$ cat src/rtl/linear_interp_x8_pkg.sv
// Shared definitions for the 8x linear interpolator: FSM encoding,
// output-select encoding and default widths.
package linear_interp_x8_pkg;

    localparam int W_DEF     = 18;
    localparam int LOG2L_DEF = 3;
    localparam int NUM_LANES = 2;   // lane 0 = L+R, lane 1 = L-R

    // Control FSM: needs two input samples before a segment exists.
    typedef enum logic [1:0] {
        EMPTY  = 2'd0,
        PRIMED = 2'd1,
        RUN    = 2'd2
    } interp_state_t;

    // What a lane loads into its output register on an output strobe.
    typedef enum logic [1:0] {
        OSEL_ZERO = 2'd0,
        OSEL_CURR = 2'd1,
        OSEL_ACC  = 2'd2
    } out_sel_t;

endpackage

$ cat src/rtl/linear_interp_x8_if.sv
// Strobe/sample bundle between the 48 kHz stage, the interpolator and
// the 384 kHz consumer.
interface linear_interp_x8_if #(
    parameter int W = linear_interp_x8_pkg::W_DEF
);
    logic                clken_in;
    logic                clken_out;
    logic signed [W-1:0] LpR_in;
    logic signed [W-1:0] LmR_in;
    logic signed [W-1:0] LpR_out;
    logic signed [W-1:0] LmR_out;
    logic                out_strobe;
    logic                starve;

    modport master (
        output clken_in, clken_out, LpR_in, LmR_in,
        input  LpR_out, LmR_out, out_strobe, starve
    );

    modport slave (
        input  clken_in, clken_out, LpR_in, LmR_in,
        output LpR_out, LmR_out, out_strobe, starve
    );
endinterface

$ cat src/rtl/linear_interp_x8_lane.sv
// One interpolation channel: sample pair, scaled accumulator and output
// register. Sequencing decisions come from the shared control in the top.
module interp_lane
    import linear_interp_x8_pkg::*;
#(
    parameter int W     = W_DEF,
    parameter int LOG2L = LOG2L_DEF
) (
    input  logic                clock,
    input  logic                reset,
    input  logic                load,     // take a new input sample
    input  logic                advance,  // step acc by one phase
    input  logic                out_en,   // update the output register
    input  out_sel_t            out_sel,
    input  logic signed [W-1:0] din,
    output logic signed [W-1:0] dout
);
    localparam int AW = W + LOG2L + 1;

    logic signed [W-1:0]  x_prev, x_curr;
    logic signed [W:0]    delta, delta_new;
    logic signed [AW-1:0] acc, acc_base, delta_ext, delta_new_ext;

    // delta is fully determined by the held sample pair, so it is derived
    // rather than stored a second time.
    assign delta     = {x_curr[W-1], x_curr} - {x_prev[W-1], x_prev};
    // Slope of the segment being loaded this cycle (input - old x_curr).
    assign delta_new = {din[W-1], din} - {x_curr[W-1], x_curr};

    assign acc_base      = {x_curr[W-1], x_curr, {LOG2L{1'b0}}};
    assign delta_ext     = {{LOG2L{delta[W]}}, delta};
    assign delta_new_ext = {{LOG2L{delta_new[W]}}, delta_new};

    // Sample pair, accumulator and output register.
    always_ff @(posedge clock) begin
        if (reset) begin
            x_prev <= '0;
            x_curr <= '0;
            acc    <= '0;
            dout   <= '0;
        end else begin
            if (load) begin
                x_prev <= x_curr;
                x_curr <= din;
                // Coincident output strobe consumes phase 0 immediately.
                acc    <= advance ? acc_base + delta_new_ext : acc_base;
            end else if (advance) begin
                acc <= acc + delta_ext;
            end

            if (out_en) begin
                case (out_sel)
                    OSEL_ZERO: dout <= '0;
                    OSEL_CURR: dout <= x_curr;
                    // acc/L always lies between the two samples, so the
                    // middle slice equals the arithmetic (floor) shift.
                    default:   dout <= acc[AW-2:LOG2L];
                endcase
            end
        end
    end

endmodule

$ cat src/rtl/linear_interp_x8.sv
// 8x linear interpolator for the L+R / L-R pair (48 kHz -> 384 kHz).
// Shared control (FSM, phase counter, strobes, starve) lives here; the
// two channel datapaths are identical interp_lane instances.
module linear_interp_x8
    import linear_interp_x8_pkg::*;
#(
    parameter int W     = W_DEF,
    parameter int LOG2L = LOG2L_DEF
) (
    input  logic              clock,
    input  logic              reset,
    linear_interp_x8_if.slave bus
);
    localparam logic [LOG2L:0] K_END = (LOG2L+1)'(1 << LOG2L);

    interp_state_t  state, state_nxt;
    logic [LOG2L:0] k, k_nxt;
    logic           starve_q, starve_nxt;
    logic           out_strobe_q;
    logic           advance;
    out_sel_t       out_sel;

    logic [NUM_LANES-1:0][W-1:0] lane_din, lane_dout;

    // Control state registers; out_strobe trails clken_out by one clock.
    always_ff @(posedge clock) begin
        if (reset) begin
            state        <= EMPTY;
            k            <= '0;
            starve_q     <= 1'b0;
            out_strobe_q <= 1'b0;
        end else begin
            state        <= state_nxt;
            k            <= k_nxt;
            starve_q     <= starve_nxt;
            out_strobe_q <= bus.clken_out;
        end
    end

    // Next state, phase counter and lane control; a load wins over output.
    always_comb begin
        state_nxt  = state;
        k_nxt      = k;
        starve_nxt = starve_q;
        advance    = 1'b0;

        case (state)
            EMPTY:   out_sel = OSEL_ZERO;
            PRIMED:  out_sel = OSEL_CURR;
            RUN:     out_sel = (k == K_END) ? OSEL_CURR : OSEL_ACC;
            default: out_sel = OSEL_ZERO;
        endcase

        if (bus.clken_in) begin
            // New segment; a coincident output shows its phase 0 (old x_curr).
            out_sel = OSEL_CURR;
            advance = bus.clken_out;
            k_nxt   = {{LOG2L{1'b0}}, bus.clken_out};
            case (state)
                EMPTY:   state_nxt = PRIMED;
                PRIMED:  state_nxt = RUN;
                default: state_nxt = state;
            endcase
        end else if (bus.clken_out && state == RUN) begin
            if (k == K_END) begin
                starve_nxt = 1'b1;   // segment exhausted, hold x_curr
            end else begin
                advance = 1'b1;
                k_nxt   = k + 1'b1;
            end
        end
    end

    assign lane_din = {bus.LmR_in, bus.LpR_in};

    for (genvar i = 0; i < NUM_LANES; i++) begin : g_lane
        interp_lane #(
            .W     (W),
            .LOG2L (LOG2L)
        ) u_lane (
            .clock   (clock),
            .reset   (reset),
            .load    (bus.clken_in),
            .advance (advance),
            .out_en  (bus.clken_out),
            .out_sel (out_sel),
            .din     (lane_din[i]),
            .dout    (lane_dout[i])
        );
    end

    assign bus.LpR_out    = lane_dout[0];
    assign bus.LmR_out    = lane_dout[1];
    assign bus.out_strobe = out_strobe_q;
    assign bus.starve     = starve_q;

endmodule

$ cat src/flat_wrapper.sv
// flat-port wrapper written by rule: the top's interface ports become plain ports
module linear_interp_x8_flat import linear_interp_x8_pkg::*;
#(
    parameter int W     = W_DEF,
    parameter int LOG2L = LOG2L_DEF
)
  (clock, reset, bus_clken_in, bus_clken_out, bus_LpR_in, bus_LmR_in, bus_LpR_out, bus_LmR_out, bus_out_strobe, bus_starve);
  linear_interp_x8_if #(.W(W)) bus_i ();
  input  logic clock;
  input  logic reset;
  input wire logic [$bits(bus_i.clken_in)-1:0] bus_clken_in;
  input wire logic [$bits(bus_i.clken_out)-1:0] bus_clken_out;
  input wire logic [$bits(bus_i.LpR_in)-1:0] bus_LpR_in;
  input wire logic [$bits(bus_i.LmR_in)-1:0] bus_LmR_in;
  output wire logic [$bits(bus_i.LpR_out)-1:0] bus_LpR_out;
  output wire logic [$bits(bus_i.LmR_out)-1:0] bus_LmR_out;
  output wire logic [$bits(bus_i.out_strobe)-1:0] bus_out_strobe;
  output wire logic [$bits(bus_i.starve)-1:0] bus_starve;
  assign bus_i.clken_in = bus_clken_in;
  assign bus_i.clken_out = bus_clken_out;
  assign bus_i.LpR_in = bus_LpR_in;
  assign bus_i.LmR_in = bus_LmR_in;
  assign bus_LpR_out = bus_i.LpR_out;
  assign bus_LmR_out = bus_i.LmR_out;
  assign bus_out_strobe = bus_i.out_strobe;
  assign bus_starve = bus_i.starve;
  linear_interp_x8 #(.W(W), .LOG2L(LOG2L)) u_core (.clock(clock), .reset(reset), .bus(bus_i));
endmodule
$ cat config.mk
export PLATFORM = sky130hd
export DESIGN_NAME = linear_interp_x8_flat
export DESIGN_NICKNAME = d
export VERILOG_FILES = /design/src/rtl/linear_interp_x8_pkg.sv /design/src/rtl/linear_interp_x8_if.sv /design/src/rtl/linear_interp_x8_lane.sv /design/src/rtl/linear_interp_x8.sv /design/src/flat_wrapper.sv
export SDC_FILE = /design/constraint.sdc
export NUM_CORES = 1
export LEC_CHECK = 0
export ABC_AREA = 0
export CAP_MARGIN = 30
export CORE_UTILIZATION = 35
export CTS_CLUSTER_DIAMETER = 50
export CTS_CLUSTER_SIZE = 24
export DETAILED_ROUTE_END_ITERATION = 6
export PLACE_DENSITY = 0.49
export SLEW_MARGIN = 40
export SYNTH_ARGS = -nofsm -noshare
export SYNTH_HDL_FRONTEND = slang
export SYNTH_SLANG_ARGS = --single-unit
$ cat constraint.sdc
create_clock -name clock -period 9 [get_ports clock]
set_input_delay 0.9 -clock clock [delete_from_list [all_inputs] [get_ports clock]]
set_output_delay 0.9 -clock clock [all_outputs]
set_load 0.02 [all_outputs]
==> impl_metrics.py, run 1 <==
metrics = {
    "run_status": {
        "status": "completed",
    },
    "drt": {
        "routed_via_density": 5.238,
        "ant_nets": 0,
        "drc": 0,
        "wl_um": 36360,
        "vias": 10860,
        "dr.pass1.iters": 5,
        "wl_per_cell_um": 17.54,
        "drt_iter0_drc": 545,
    },
    "final_layout": {
        "fill_cells": 3767,
        "diodes": 0,
        "ff_latch_area_um2": 3163,
        "drive_gt1_share_pct": 3.908,
        "nNetsFinal": 1810,
        "multi_input_area_um2": 8417,
        "syn_to_final_growth_pct": 13.36,
    },
    "setup_path": {
        "cp-start-kind": "input pin",
        "crit_type": "in2reg",
        "crit_chain": "clkdlybuf4s50_1, inv_1, fa_1, inv_1, ha_1, a2111oi_4, o21ai_2, a41oi_2, a21oi_2, nor2_1, xnor2_1, a21oi_1, o41ai_1",
        "arrival_ps": 4190,
        "required_ps": 9360,
        "reg2reg_depth": 12,
        "slowest_delay_ps": 520,
        "worstPathMaxFanout": 5,
        "cp_common_cell": "inv_1",
        "cp-end-kind": "flop",
        "cp_slowest_cell": "fa_1",
    },
    "floorplan": {
        "core_um2": 35910,
        "ioPinCount": 78,
        "fp-row-count": 69,
        "die_y_um": 193.9,
        "die_x_um": 193.9,
        "die_area_um2": 37600,
        "initial_core_util_pct": 35.89,
    },
    "timing": {
        "max_freq_mhz": 261.5,
        "hold_viol_final": 0,
        "min_period_over_period_pct": 42.49,
        "worst_slack_ps": 5176,
        "clock_skew_ps": 19.05,
        "rsz0062_at_grt": "no",
        "relSlewSlack_pct": 43.41,
        "finalCriticalPeriod_ps": 3824,
        "fin_setup_tns_ps": 0,
        "worstMarginPinSlew_ps": 848.8,
        "setup_viol": 0,
        "maxSlewViolCount": 0,
    },
    "synthesis": {
        "yosys.area_share.simple_pct": 13.03,
        "ys.flop_type": "dfxtp_1",
        "synth_mux_area_share_pct": 6.872,
        "synth-xor-area-share_pct": 3.873,
        "syn-instance-count": 1574,
        "yosysUniqueCellTypes": 77,
        "synth-compound-area-share_pct": 20.35,
        "yosysSeqAreaShare_pct": 24.54,
        "synthArstFlopShare_pct": 0,
        "ys_ff_latch": 158,
        "synth_top_family_by_area": "adder cells",
        "synth.avg_cell_area_um2": 8.190,
        "synth_warnings": 0,
        "netlist_area_um2": 12890,
        "synth_edf_count": 0,
        "syn_nets": 1785,
        "synthAdderAreaFrac_pct": 21.02,
    },
    "run": {
        "cap_violations": 0,
    },
    "cts": {
        "htreeDepth": 4,
        "clockRootBuffer": "clkbuf_16",
        "clockBufferDepth": 2,
        "cts_resized": 0,
        "hold_buffers": 0,
        "clk_latency_ps": 460,
        "clkTransAtPathRegs_ps": 70,
        "cts_made_buffers": 17,
        "cts_sinks": 158,
        "post-cts-setup-buffers": 0,
        "cts_tree": "built",
    },
    "place": {
        "dp_hpwl_um": 25880,
        "place_ws_ps": 4720,
        "port_buffers": 77,
        "gp_congestion": 0.8180,
    },
    "pwr": {
        "peakVddDrop_v": 0.0001592,
        "power_leakage_nw": 6.497,
        "finalPower_w": 0.002764,
        "powerDensity_nw_per_um2": 189.1,
    },
    "min_path": {
        "hp-class": "reg2reg",
        "hold_depth": 2,
    },
    "grt": {
        "antenna_found_initial": 0,
        "grt_max_degree": 98,
        "grt_pass1_vias": 10890,
        "grt_usage_pct": 20.10,
        "grt_pass1_wl_um": 59820,
        "grt_overflow": 0,
    },
}
registers in the layout, indices dropped and copies added, names as in the netlist:
register                     cells
u_core.g_lane.u_lane.x_prev     36
u_core.state                     2
u_core.g_lane.u_lane.acc        42
u_core.bus.starve                1
u_core.g_lane.u_lane.dout       36
u_core.bus.out_strobe            1
u_core.k                         4
u_core.g_lane.u_lane.x_curr     36
placed cells by master (no fill, tap or decap), types with 4 or more instances in the layout:
cell	instances
inv_1	270
nor2_1	161
dfxtp_1	158
a21oi_1	96
ha_1	95
mux2i_1	87
fa_1	76
clkdlybuf4s50_1	74
nand2_1	65
nor3_1	61
a221oi_1	47
o21ai_0	45
xnor2_1	39
a21o_1	35
a211oi_1	32
xor2_1	18
o21ai_1	17
clkbuf_16	17
a31oi_1	16
nand3_1	15
o21a_1	13
nor2b_1	11
o21bai_1	10
o211ai_1	9
and3_1	8
buf_4	8
nand4_1	7
or3_1	7
o31ai_1	7
a311oi_1	6
nand3b_1	5
clkinv_4	5
and4_1	4
nand2b_1	4
o2111ai_1	4
final cells by class:
type                            count  area share [%]
Multi-Input combinational cell   1066           57.59
Sequential cell                   158           21.64
Inverter                          271           6.978
Timing Repair Buffer               85           5.711
Tap cell                          461           3.947
Clock buffer                       21           3.219
Clock inverter                     11          0.9075
critical path: cells and delay by family:
kind	cells	cell delay, ps
AOI/OAI and AO/OA	6	1470
xor gates and xnor gates	1	150
adders and majority gates	2	900
buffers and inverters	3	570
and+or+nand+nor	1	190
cells by family (layout without fill, tap and decap cells):
logic type	after synthesis	count (layout)
AOI/OAI and AO/OA	381	381
and+or+nand+nor	369	369
buffers and inverters	350	388
adders and majority gates	171	171
DFF	158	158
muxes	88	88
xor gates and xnor gates	57	57
routing by layer:
metal  vias up  global-route usage, %  share of wire, %
met2       152                  32.26                45
met4         0                  5.291               1.5
met1      5240                  28.01                51
met5         -                      0                 0
li1       5439                      -                 -
met3        28                  3.079               3.2
Yosys cell counts, types with 10 or more instances:
master | n | area (um^2)
nor3_1 | 61 | 305.3
a221oi_1 | 47 | 411.6
dfxtp_1 | 158 | 3163
ha_1 | 95 | 1189
o21ai_1 | 18 | 90.09
nand2_1 | 66 | 247.7
a21o_1 | 35 | 262.8
o21bai_1 | 10 | 75.07
nand3_1 | 16 | 80.08
nor2b_1 | 11 | 68.82
o21a_1 | 13 | 97.59
clkbuf_1 | 54 | 202.7
mux2i_1 | 87 | 870.8
buf_1 | 17 | 63.81
nor2_1 | 162 | 608.1
xor2_1 | 18 | 157.7
inv_1 | 270 | 1013
o21ai_0 | 45 | 225.2
fa_1 | 76 | 1521
xnor2_1 | 39 | 341.6
a21oi_1 | 96 | 480.5
a211oi_1 | 32 | 240.2
a31oi_1 | 16 | 100.1
worst paths after layout:
kind                                                         from  slack (ps)                               end
worst max-delay path                                bus_LmR_in[5]        5180   u_core.g_lane[1].u_lane.acc[16]
worst min-delay path             u_core.g_lane[1].u_lane.dout[14]         480  u_core.g_lane[1].u_lane.dout[14]
worst max register to register  u_core.g_lane[1].u_lane.x_curr[1]        5320   u_core.g_lane[1].u_lane.acc[20]
worst min register to register   u_core.g_lane[1].u_lane.dout[14]         480  u_core.g_lane[1].u_lane.dout[14]
metrics by stage:
step                cell area [um^2]  util (%)  cells  hold WS (ps)
floorplan                      12890         -   1574         466.4
global placement               14000     38.97   2041         469.4
detailed placement             14010     39.00   2041         473.9
CTS                            14610     40.68   2073         484.4
global route                   14610     40.69   2073         500.2
finish                         14610     40.69   2073         481.2
power by group:
part	total, W	leakage (nW)	internal [W]	switching [W]
Clock	0.000769	0.290	0.000433	0.000336
Combinational	0.00120	4.91	0.000508	0.000688
Sequential	0.000799	1.30	0.000747	0.0000519
(Power assumes the default switching activity.)
==> run 2, diff against run 1 <==
--- a/config.mk
+++ b/config.mk
@@ -11,7 +11,7 @@
 export CTS_CLUSTER_DIAMETER = 50
 export CTS_CLUSTER_SIZE = 24
 export DETAILED_ROUTE_END_ITERATION = 6
-export PLACE_DENSITY = 0.49
+export PLACE_DENSITY = 0.51
 export SLEW_MARGIN = 40
 export SYNTH_ARGS = -nofsm -noshare
 export SYNTH_HDL_FRONTEND = slang
==> constraint.sdc (replaced) <==
create_clock -name clock -period 3.2 [get_ports clock]
set_input_delay 0.32 -clock clock [delete_from_list [all_inputs] [get_ports clock]]
set_output_delay 0.32 -clock clock [all_outputs]
set_load 0.02 [all_outputs]
==> run 2 against run 1 <==
  * Clock power grew to 2.8 times the previous value
  * Final cell count is 8.0% higher
  * Non-clock buffer count is 168 higher
==> impl_metrics.py, run 2 (synthesis gave the netlist of run 1 again) <==
metrics = {
    "floorplan": {
        "core_um2": 35910,
        "die_y_um": 193.9,
        "initial_core_util_pct": 35.89,
        "fp-row-count": 69,
        "ioPinCount": 78,
        "die_area_um2": 37600,
        "die_x_um": 193.9,
    },
    "drt": {
        "routed_via_density": 5.161,
        "ant_nets": 0,
        "wl_per_cell_um": 17.06,
        "vias": 11550,
        "drc": 0,
        "drt_iter0_drc": 620,
        "wl_um": 38180,
        "dr.pass1.iters": 5,
    },
    "setup_path": {
        "crit_chain": "inv_2, fa_1, inv_1, ha_4, and4_1, or3b_4, nand3_2, a21oi_4, o31ai_4, and3_4, a311oi_4, or3b_1",
        "cp-endpoint": "u_core.g_lane[0].u_lane.acc[20]",
        "cp-start-kind": "flop",
        "cp-end-kind": "flop",
        "required_ps": 3540,
        "crit_type": "reg2reg",
        "rrSetupSlack_ps": 40,
        "cp_slowest_cell": "fa_1",
        "arrival_ps": 3500,
        "worstPathMaxFanout": 4,
        "reg2reg_depth": 12,
        "slowest_delay_ps": 490,
        "r2r_end": "u_core.g_lane[0].u_lane.acc[20]",
        "startpoint": "u_core.g_lane[0].u_lane.x_curr[7]",
        "rr_startpoint": "u_core.g_lane[0].u_lane.x_curr[7]",
    },
    "final_layout": {
        "diodes": 0,
        "nNetsFinal": 1978,
        "fin_area_um2": 16340,
        "largest_register_ffs": 42,
        "fill_cells": 3552,
        "top_register": "u_core.g_lane.u_lane.acc",
        "layout_commonest_cell": "inv_1",
        "syn_to_final_growth_pct": 26.78,
        "mostFrequentLayoutCells": "inv_1 (249), buf_4 (174), nor2_1 (161)",
        "drive_gt1_share_pct": 18.18,
    },
    "timing": {
        "min_period_over_period_pct": 98.81,
        "hold_viol_final": 0,
        "setup_viol": 0,
        "worstMarginPinSlew_ps": 816.2,
        "rsz0062_at_grt": "yes",
        "relSlewSlack_pct": 45.59,
        "maxSlewViolCount": 0,
        "max_freq_mhz": 316.2,
        "finalCriticalPeriod_ps": 3162,
        "clock_skew_ps": 8.757,
    },
    "cts": {
        "htreeDepth": 4,
        "cts_tree": "built",
        "clk_latency_ps": 450,
        "clkTransAtPathRegs_ps": 70,
        "cts_made_buffers": 17,
        "cts_sinks": 158,
        "hold_buffers": 0,
        "clockRootBuffer": "clkbuf_16",
        "clockBufferDepth": 2,
    },
    "place": {
        "place_area_um2": 15200,
        "port_buffers": 77,
        "gp_congestion": 0.8136,
        "dp_hpwl_um": 28260,
    },
    "grt": {
        "grt_pass1_vias": 11440,
        "grt_overflow": 0,
        "grt_max_degree": 111,
        "grt_pass1_wl_um": 61780,
        "grt_usage_pct": 20.59,
        "antenna_found_initial": 0,
    },
    "run_status": {
        "status": "completed",
    },
    "pwr": {
        "peakVddDrop_v": 0.0004292,
        "powerDensity_nw_per_um2": 525.0,
        "power_leakage_nw": 7.358,
        "finalPower_w": 0.008581,
    },
    "run": {
        "cap_violations": 0,
    },
    "min_path": {
        "hp-class": "in2reg",
    },
}
run 2: cell count changes in the layout (fill, tap and decap cells not counted), moves of 5 or more:
cell      before  now
buf_4          8  174
ha_4           0   17
inv_2          0   22
a211oi_1      32   27
dfxtp_2        0   20
inv_1        270  249
dfxtp_1      158  138
ha_1          95   77
run 2: final cells by class:
| class | count | area, um^2 | share of cell area, % |
|---|---|---|---|
| multi-input combinational | 1066 | 8856 | 54.19 |
| sequential | 158 | 3188 | 19.51 |
| timing repair buffer | 253 | 2112 | 12.92 |
| inverter | 271 | 1017 | 6.224 |
| tap | 461 | 576.8 | 3.529 |
| clock buffer | 19 | 452.9 | 2.771 |
| clock inverter | 10 | 140.1 | 0.8574 |
run 2: repair_timing:
| item | CTS | global route |
|---|---|---|
| setup buffers | 5 | 6 |
| resized for setup | 16 | 96 |
| setup endpoints to repair | 7 | 23 |
| pin swaps | 9 | 41 |
| hold endpoints to repair | 0 | 0 |
run 2: critical path, delay by kind of cell, from the launching register on:
kind	cells	cell delay, ps
fa+ha+maj	2	780
compound gates	3	460
simple gates	5	1340
buf+inv	2	130
flops	1	330
run 2: worst min path at each step:
stage / from / end / slack, ps / cells after the start
after floorplan: u_core.k[1] / u_core.k[1] / 470 / 2
after global placement: u_core.g_lane[1].u_lane.dout[0] / u_core.g_lane[1].u_lane.dout[0] / 470 / 2
after detailed placement: u_core.g_lane[1].u_lane.dout[8] / u_core.g_lane[1].u_lane.dout[8] / 470 / 2
after CTS: reset / u_core.bus.out_strobe / 210 / 2
after global routing: reset / u_core.g_lane[0].u_lane.x_curr[17] / 220 / 2
final: reset / u_core.bus.out_strobe / 210 / 2
run 2: through the flow:
step | hold WS, ps | std cells | setup slack (ps) | setup TNS, ps | util [%]
after floorplan | 466.4 | 1574 | 86.41 | 0 | -
after CTS | 212.0 | 2233 | 4.772 | 0 | 44.28
final | 211.9 | 2238 | 37.93 | 0 | 45.51
after global routing | 224.3 | 2238 | -56.18 | -108.5 | 45.51
after global placement | 469.8 | 2199 | -398.6 | -4846 | 42.31
after detailed placement | 474.4 | 2199 | -472.7 | -5498 | 42.33
run 2: report_power, final:
group | total, W | internal [W] | switching (W)
clock | 0.00217 | 0.00126 | 0.000910
sequential | 0.00221 | 0.00211 | 0.000109
combinational | 0.00420 | 0.00200 | 0.00220
total | 0.00858 | 0.00536 | 0.00322
run 2: per-layer routing:
| layer | vias to the layer above | global-route usage (%) | routed length, um |
|---|---|---|---|
| li1 | 5756 | - | - |
| met4 | 0 | 4.262 | 390 |
| met5 | - | 0 | 0 |
| met1 | 5561 | 28.03 | 18390 |
| met2 | 212 | 34.58 | 18020 |
| met3 | 21 | 2.922 | 1372 |
==> run 3, diff against run 2 <==
--- a/config.mk
+++ b/config.mk
@@ -7,11 +7,14 @@
 export LEC_CHECK = 0
 export ABC_AREA = 0
 export CAP_MARGIN = 30
+export CELL_PAD_IN_SITES_DETAIL_PLACEMENT = 1
+export CELL_PAD_IN_SITES_GLOBAL_PLACEMENT = 1
 export CORE_UTILIZATION = 35
 export CTS_CLUSTER_DIAMETER = 50
 export CTS_CLUSTER_SIZE = 24
 export DETAILED_ROUTE_END_ITERATION = 6
-export PLACE_DENSITY = 0.51
+export PLACE_DENSITY = 0.64
+export SKIP_CTS_REPAIR_TIMING = 1
 export SLEW_MARGIN = 40
 export SYNTH_ARGS = -nofsm -noshare
 export SYNTH_HDL_FRONTEND = slang
==> run 3 against run 2 <==
  * The flow now finishes with violations (negative setup slack)
  * Setup slack got worse by 61 ps
  * Utilization shrank 0.073 points
  * Register-to-register slack worse by 60 ps
  * Final cell count grew 0.54%
  * Combinational power is 2% higher
  * First-iteration DRC count down 22%
  * Clock power decreased by 3%
  * Hold slack worse by 26 ps
  * Critical path depth grew 2
  * Via count is 2.4% higher
  * Clock skew rose by 4.8 ps
  * Sequential share of layout area is 0.053 points lower
  * Critical endpoint is now u_core.g_lane[1].u_lane.acc[17]
  * Largest cell class unchanged
==> impl_metrics.py, run 3 (synthesis gave the netlist of run 1 again) <==
metrics = {
    "run_status": {
        "status": "finished, violations left",
        "violations": "negative setup slack",
    },
    "final_layout": {
        "largest_register_ffs": 42,
        "instances_no_fill": 2250,
        "syn_to_final_growth_pct": 26.57,
        "mostFrequentLayoutCells": "inv_1 (257), buf_4 (183), nor2_1 (161)",
        "fin_area_um2": 16320,
        "nNetsFinal": 1987,
        "layout_commonest_cell": "inv_1",
        "drive_gt1_share_pct": 17.38,
        "diodes": 0,
        "top_register": "u_core.g_lane.u_lane.acc",
    },
    "setup_path": {
        "crit_chain": "inv_2, buf_6, ha_4, ha_4, inv_2, fa_2, and2b_1, o211ai_1, a211o_1, and3_4, o31a_1, nor2b_2, xor2_1, a2111oi_2",
        "slowest_delay_ps": 350,
        "crit_type": "reg2reg",
        "cp-start-kind": "flop",
        "arrival_ps": 3580,
        "worstPathMaxFanout": 3,
        "cp-end-kind": "flop",
        "required_ps": 3560,
        "cp_slowest_cell": "a211o_1",
    },
    "pwr": {
        "power_leakage_nw": 7.392,
        "powerDensity_nw_per_um2": 528.0,
        "peakVddDrop_v": 0.0004419,
    },
    "grt": {
        "grt_overflow": 0,
        "grt_usage_pct": 22.36,
        "gr-usage-met3_pct": 3.253,
        "met2_usage_pct": 38.08,
        "grt_max_degree": 129,
        "grt_pass1_wl_um": 66940,
        "use_met1_pct": 29.52,
        "busiest_layer": "met2",
        "grt_pass1_vias": 12460,
        "antenna_found_initial": 0,
    },
    "timing": {
        "maxSlewViolCount": 0,
        "min_period_over_period_pct": 100.7,
        "finalCriticalPeriod_ps": 3224,
        "setup_viol": 1,
        "rsz0062_at_grt": "yes",
        "worstMarginPinSlew_ps": 1279,
        "relSlewSlack_pct": 14.71,
        "clock_skew_ps": 13.53,
        "worst_slack_ps": -23.53,
        "hold_viol_final": 0,
        "hold_slack_ps": 186.3,
        "max_freq_mhz": 310.2,
        "fin_setup_tns_ps": -23.53,
    },
    "place": {
        "place_area_um2": 15280,
        "gp_congestion": 0.8342,
        "port_buffers": 77,
        "dp_hpwl_um": 30740,
        "dp_cells": 2209,
        "place_ws_ps": -434.9,
    },
    "floorplan": {
        "die_area_um2": 37600,
        "core_um2": 35910,
        "die_x_um": 193.9,
        "die_y_um": 193.9,
        "initial_core_util_pct": 35.89,
        "fp-row-count": 69,
        "ioPinCount": 78,
    },
    "cts": {
        "htreeDepth": 4,
        "cts_made_buffers": 17,
        "clockRootBuffer": "clkbuf_16",
        "cts_tree": "built",
        "clk_latency_ps": 460,
        "clkTransAtPathRegs_ps": 70,
        "clockBufferDepth": 2,
        "cts_sinks": 158,
    },
    "drt": {
        "wl_per_cell_um": 18.43,
        "vias": 11820,
        "wl_um": 41470,
        "drt_iter0_drc": 481,
        "ant_nets": 0,
        "drc": 0,
        "dr.pass1.iters": 5,
        "routed_via_density": 5.254,
    },
    "min_path": {
        "hp-class": "in2reg",
    },
    "run": {
        "cap_violations": 0,
    },
}
-- run 3: critical path: cells and delay by family, from the launching register on --
kind / cells / cell delay (ps)
buffers and inverters: 3 / 200
AND/OR/NAND/NOR: 3 / 600
AO/OA/AOI/OAI: 4 / 1120
XOR/XNOR: 1 / 150
flip-flops: 1 / 340
adder cells (fa/ha/maj): 3 / 700
-- run 3: routing by layer --
layer	up-vias	part of all wire, %
met1	5844	48
met3	38	2.8
li1	5779	-
met2	161	48
met4	0	1.5
met5	-	0
-- run 3: per-stage QoR --
| step | util [%] | power [W] |
|---|---|---|
| finish | 45.43 | 0.008615 |
| global route | 45.43 | 0.009192 |
| CTS | 44.13 | 0.008385 |
| detailed placement | 42.54 | 0.006219 |
| global placement | 42.54 | 0.006118 |
| floorplan | - | 0.004839 |
-- run 3: cell type report --
class / count / area [um^2]
Timing Repair Buffer: 262 / 2180
Clock buffer: 22 / 454.2
Inverter: 271 / 1017
Clock inverter: 10 / 115.1
Fill cell: 4303 / 19600
Tap cell: 461 / 576.8
Sequential cell: 158 / 3174
Multi-Input combinational cell: 1066 / 8800
-- run 3: final timing paths --
path	cells after the start	to	from	slack, ps
hold / removal	3	u_core.g_lane[0].u_lane.x_prev[12]	bus_clken_in	190
setup / recovery	14	u_core.g_lane[1].u_lane.acc[17]	u_core.g_lane[1].u_lane.x_curr[1]	-20
hold reg to reg	2	u_core.g_lane[1].u_lane.dout[11]	u_core.g_lane[1].u_lane.dout[11]	480
setup reg to reg	14	u_core.g_lane[1].u_lane.acc[17]	u_core.g_lane[1].u_lane.x_curr[1]	-20
-- run 3: power by group --
part	total, W	switching (W)	internal, W
clock	0.00210	0.000933	0.00117
sequential	0.00221	0.000106	0.00210
combinational	0.00430	0.00231	0.00200
total	0.00861	0.00335	0.00527
